--- config.mk ---
export PLATFORM = sky130hd
export DESIGN_NAME = store_seq_ctrl
export DESIGN_NICKNAME = d
export VERILOG_FILES = /design/src/rtl/store_seq_ctrl.sv
export SDC_FILE = /design/constraint.sdc
export NUM_CORES = 1
export LEC_CHECK = 0
export CAP_MARGIN = 40
export CORE_MARGIN = 2
export CORE_UTILIZATION = 44
export DETAILED_ROUTE_END_ITERATION = 6
export PLACE_DENSITY_LB_ADDON = 0.3
export SLEW_MARGIN = 0
export SYNTH_ARGS = -nofsm -noshare
export SYNTH_HDL_FRONTEND = slang
export SYNTH_SLANG_ARGS = --single-unit
--- constraint.sdc ---
create_clock -name clk_i -period 3.4 [get_ports clk_i]
set_clock_uncertainty 0.05 [all_clocks]
set_input_delay 0.34 -clock clk_i [delete_from_list [all_inputs] [get_ports clk_i]]
set_output_delay 0.34 -clock clk_i [all_outputs]
set_load 0.01 [all_outputs]
--- src/rtl/store_seq_ctrl.sv ---
// Store sequencer: drives memory, MDR and store-size merge control lines.
// Byte and half stores run read-modify-write (read, wait, MDR load, write,
// wait). Word stores skip the read phase. Illegal or misaligned requests
// go straight to a one-cycle error completion and never touch memory.
module store_seq_ctrl #(
  parameter int ADDR_W = 32,
  parameter int RD_LAT = 1,
  parameter int WR_LAT = 1
) (
  input  logic              clk_i,
  input  logic              rst_ni,
  input  logic              start_i,
  input  logic [1:0]        store_type_i,
  input  logic [ADDR_W-1:0] addr_i,
  output logic [ADDR_W-1:0] mem_addr_o,
  output logic              mem_rd_o,
  output logic              mem_wr_o,
  output logic              mdr_load_o,
  output logic [1:0]        store_sel_o,
  output logic              busy_o,
  output logic              done_o,
  output logic              err_o
);

  localparam int MAX_LAT = (RD_LAT > WR_LAT) ? RD_LAT : WR_LAT;
  localparam int CW      = (MAX_LAT < 1) ? 1 : $clog2(MAX_LAT + 1);
  // The wait states count down from LAT-1 to 0, spending LAT cycles there
  localparam logic [CW-1:0] RD_LOAD = CW'(RD_LAT - 1);
  localparam logic [CW-1:0] WR_LOAD = CW'(WR_LAT - 1);

  localparam logic [1:0] T_BYTE = 2'b00;
  localparam logic [1:0] T_HALF = 2'b01;
  localparam logic [1:0] T_WORD = 2'b10;
  localparam logic [1:0] T_ILL  = 2'b11;

  typedef enum logic [2:0] {
    S_IDLE, S_READ, S_WAIT_RD, S_LOAD, S_WRITE, S_WAIT_WR, S_DONE, S_ERR
  } state_t;

  state_t            state_q, state_d;
  logic [CW-1:0]     cnt_q, cnt_d;
  logic [ADDR_W-1:0] addr_q, addr_d;
  logic [1:0]        type_q, type_d;
  logic              mem_rd_q, mem_wr_q, mdr_load_q;
  logic              busy_q, done_q, err_q;
  logic [1:0]        sel_q;
  logic              req_bad;

  // Request legality: half needs even address, word needs 4-byte alignment
  always_comb begin
    req_bad = 1'b0;
    case (store_type_i)
      T_ILL:   req_bad = 1'b1;
      T_HALF:  req_bad = addr_i[0];
      T_WORD:  req_bad = (addr_i[1:0] != 2'b00);
      default: req_bad = 1'b0;
    endcase
  end

  // Next-state, latency counter and request latch
  always_comb begin
    state_d = state_q;
    cnt_d   = cnt_q;
    addr_d  = addr_q;
    type_d  = type_q;
    case (state_q)
      S_IDLE: begin
        if (start_i) begin
          // Only the word address is kept; memory is always word-addressed
          addr_d = {addr_i[ADDR_W-1:2], 2'b00};
          type_d = store_type_i;
          if (req_bad)                     state_d = S_ERR;
          else if (store_type_i == T_WORD) state_d = S_WRITE;
          else                             state_d = S_READ;
        end
      end
      S_READ: begin
        state_d = S_WAIT_RD;
        cnt_d   = RD_LOAD;
      end
      S_WAIT_RD: begin
        if (cnt_q == '0) state_d = S_LOAD;
        else             cnt_d   = cnt_q - CW'(1);
      end
      S_LOAD:  state_d = S_WRITE;
      S_WRITE: begin
        state_d = S_WAIT_WR;
        cnt_d   = WR_LOAD;
      end
      S_WAIT_WR: begin
        if (cnt_q == '0) state_d = S_DONE;
        else             cnt_d   = cnt_q - CW'(1);
      end
      S_DONE:  state_d = S_IDLE;
      S_ERR:   state_d = S_IDLE;
      default: state_d = S_IDLE;
    endcase
  end

  // State register with outputs decoded from the next state, so every
  // strobe is a flop aligned with the state it belongs to
  always_ff @(posedge clk_i or negedge rst_ni) begin
    if (!rst_ni) begin
      state_q    <= S_IDLE;
      cnt_q      <= '0;
      addr_q     <= '0;
      type_q     <= T_WORD;
      mem_rd_q   <= 1'b0;
      mem_wr_q   <= 1'b0;
      mdr_load_q <= 1'b0;
      busy_q     <= 1'b0;
      done_q     <= 1'b0;
      err_q      <= 1'b0;
      sel_q      <= T_WORD;
    end else begin
      state_q    <= state_d;
      cnt_q      <= cnt_d;
      addr_q     <= addr_d;
      type_q     <= type_d;
      mem_rd_q   <= (state_d == S_READ);
      mem_wr_q   <= (state_d == S_WRITE);
      mdr_load_q <= (state_d == S_LOAD);
      busy_q     <= (state_d != S_IDLE);
      done_q     <= (state_d == S_DONE) || (state_d == S_ERR);
      err_q      <= (state_d == S_ERR);
      // Merge select tracks the latched type for the whole operation
      sel_q      <= (state_d != S_IDLE) ? type_d : T_WORD;
    end
  end

  assign mem_addr_o  = addr_q;
  assign mem_rd_o    = mem_rd_q;
  assign mem_wr_o    = mem_wr_q;
  assign mdr_load_o  = mdr_load_q;
  assign store_sel_o = sel_q;
  assign busy_o      = busy_q;
  assign done_o      = done_q;
  assign err_o       = err_q;

endmodule

==> impl_metrics.json <==
{
  "status": "completed",
  "cap_viol_max_count": 0,
  "clock_latency_ns": 0.28,
  "finalNonFillerCells": 237,
  "area_growth_pct": 52.8,
  "postSynthCellCount": 111,
  "nFillCells": 275,
  "setup-tns-final_ns": 0,
  "initial_core_util_pct": 46.3,
  "arrival_ns": 2.22,
  "nNetsFinal": 225,
  "grt_pass1_wl_mm": 5.35,
  "slowest_stage": "clkdlybuf4s50_1",
  "synth_top_cell_by_area": "dfrtp_1",
  "path_cells": "clkdlybuf4s50_1 > inv_1 > nor4_4 > buf_4 > mux2_2 > a31o_2",
  "finalHoldViolCount": 0,
  "via_per_inst": 4.91,
  "worstSetupPathType": "in2reg",
  "crit_fanout": 33,
  "cts_setup_buffers": 0,
  "grt_remaining_overflow": 0,
  "ir_drop_mv": 0.505,
  "synth_top_area_share_pct": 60.1,
  "cts_inserted_buffers": 5,
  "synth.distinct_cells": 28,
  "ios": 77,
  "period_minus_slack_ns": 2.06,
  "num_antenna_cells": 0,
  "antenna_found_initial": 0,
  "synth-seq-cells": 43,
  "synthTopCellsByArea": "dfrtp_1, mux2_2, dfstp_2",
  "die_w_um": 66.3,
  "p_leak_nw": 1.09,
  "rsz0062_at_grt": "no",
  "io_buffers": 74,
  "r2r-end": "store_sel_o[1]",
  "fmax_mhz": 486,
  "hpwl_mm": 2.54,
  "finalCritPeriodShare_pct": 60.6,
  "htreeDepth": 2,
  "dr.first_iter.drc_count": 41,
  "die_y_um": 66.3,
  "r2r-start": "state_q[2]",
  "core_area_um2": 3690,
  "setup_viol": 0,
  "drc": 0,
  "num_vias": 1164,
  "clk_transition_reported_paths_ns": 0.07,
  "final_cell_mix": "clkdlybuf4s50_1, dfrtp_1, mux2_2, clkbuf_8",
  "required_ns": 3.56,
  "yosysWarnings": 0,
  "cts_num_sinks": 43,
  "placed_cell_area_um2": 2480,
  "post-place-cells": 228,
  "row_count": 22,
  "drive_gt1_share_pct": 29.6,
  "async_reset_ff_share_pct": 100,
  "ys.flop_type": "dfrtp_1",
  "avgSynthCellArea_um2": 15.4,
  "dieArea_um2": 4390,
  "synth_edf_count": 0,
  "grt.total_usage_pct": 16.5,
  "ant_nets": 0,
  "p_total_mw": 2.39,
  "worst_setup_path_end_kind": "register",
  "min_path_type": "in2async",
  "final_area_um2": 2610,
  "first_pass_iters": 4,
  "final_max_slew_viol_count": 0,
  "max_stage_delay_ns": 0.51,
  "regToRegSetupSlack_ns": 1.49,
  "grt_max_degree": 42,
  "powerDensity_nw_per_um2": 917,
  "worst_r2r_path_depth": 4,
  "routed_wl_mm": 3.33,
  "synth_area_um2": 1710,
  "clockBufferDepth": 2,
  "ys_seq_area_share_pct": 63.2,
  "cts_tree": "yes",
  "globalplace.congestion": 0.703,
  "wl_per_cell_um": 14.1,
  "start_kind": "input pin",
  "mostFrequentLayoutCell": "clkdlybuf4s50_1",
  "first_global_vias": 1135,
  "cts_root_buffer": "clkbuf_8"
}
## state kept, by name (all words and copies together), names as in the netlist
| name | cells |
|---|---|
| mdr_load_o | 1 |
| mem_rd_o | 1 |
| type_q | 2 |
| mem_wr_o | 1 |
| done_o | 1 |
| err_o | 1 |
| state_q | 3 |
| mem_addr_o | 30 |
| busy_o | 1 |
| store_sel_o | 2 |
## synthesized netlist by cell type (2+ instances only)
cell and instances:
inv_2 2, dfstp_2 2, o31a_1 2, buf_4 2, dfrtp_1 41, buf_2 4, mux2_2 32, o21a_1 2
inv_1 3, nor3_1 3
## final cells by class
type	instances	area (um2)	share of cell area (%)
Clock buffer	6	82.6	3.17
Clock inverter	2	35.0	1.34
Inverter	5	18.8	0.720
Multi-Input combinational cell	56	559	21.4
Sequential cell	43	1080	41.4
Tap cell	48	60.1	2.30
Timing Repair Buffer	77	773	29.7
## critical path: cells and delay by family
kind | cells | cell delay (ns)
AO/OA/AOI/OAI | 1 | 0.22
AND/OR/NAND/NOR | 1 | 0.25
multiplexers | 1 | 0.39
buffers and inverters | 3 | 1.01
## kinds of logic after synthesis
| logic type | count (synthesis) | synth area share, % |
|---|---|---|
| mux | 32 | 21.1 |
| compound gates | 11 | 5.86 |
| flops | 43 | 63.2 |
| simple gates | 11 | 5.35 |
| buf+inv | 13 | 4.25 |
| other cells | 1 | 0.220 |
## stage by stage
step	hold slack, ns	util [%]	setup slack, ns
global route	0.352	70.7	1.25
detailed placement	0.0993	67.2	1.04
floorplan	-0.00559	-	1.72
finish	0.338	70.7	1.34
global placement	0.434	66.7	1.11
CTS	0.332	70.7	1.33
## power by group
| group | internal, mW | total [mW] | switching (mW) |
|---|---|---|---|
| Clock | 0.237 | 0.394 | 0.156 |
| Combinational | 0.676 | 1.08 | 0.400 |
| Sequential | 0.771 | 0.920 | 0.149 |
| Total | 1.68 | 2.39 | 0.706 |
## routing by layer
layer	vias up	global-route usage [%]	wire, um	share of wire [%]
met3	2	6.13	285	8.6
met4	0	5.36	21	0.63
met5	-	0	0	0
met2	47	29.1	1760	53
met1	572	18.2	1260	38
li1	543	-	-	-
## worst max path at each step
stage	from	endpoint	slack, ns	cells after the start
global placement	start_i	store_sel_o[1]	1.11	6
CTS	start_i	store_sel_o[1]	1.33	6
detailed placement	start_i	store_sel_o[1]	1.04	6
global route	start_i	store_sel_o[1]	1.25	6
finish	start_i	store_sel_o[1]	1.34	6
floorplan	state_q[2]	store_sel_o[0]	1.72	6
## what timing repair did
item,4_1_cts,5_1_grt
endpoints found under the hold margin,2,0
gates resized for setup,0,0
hold buffers,1,0
setup endpoints to repair,0,0
Power figures use the tool's default switching activity.
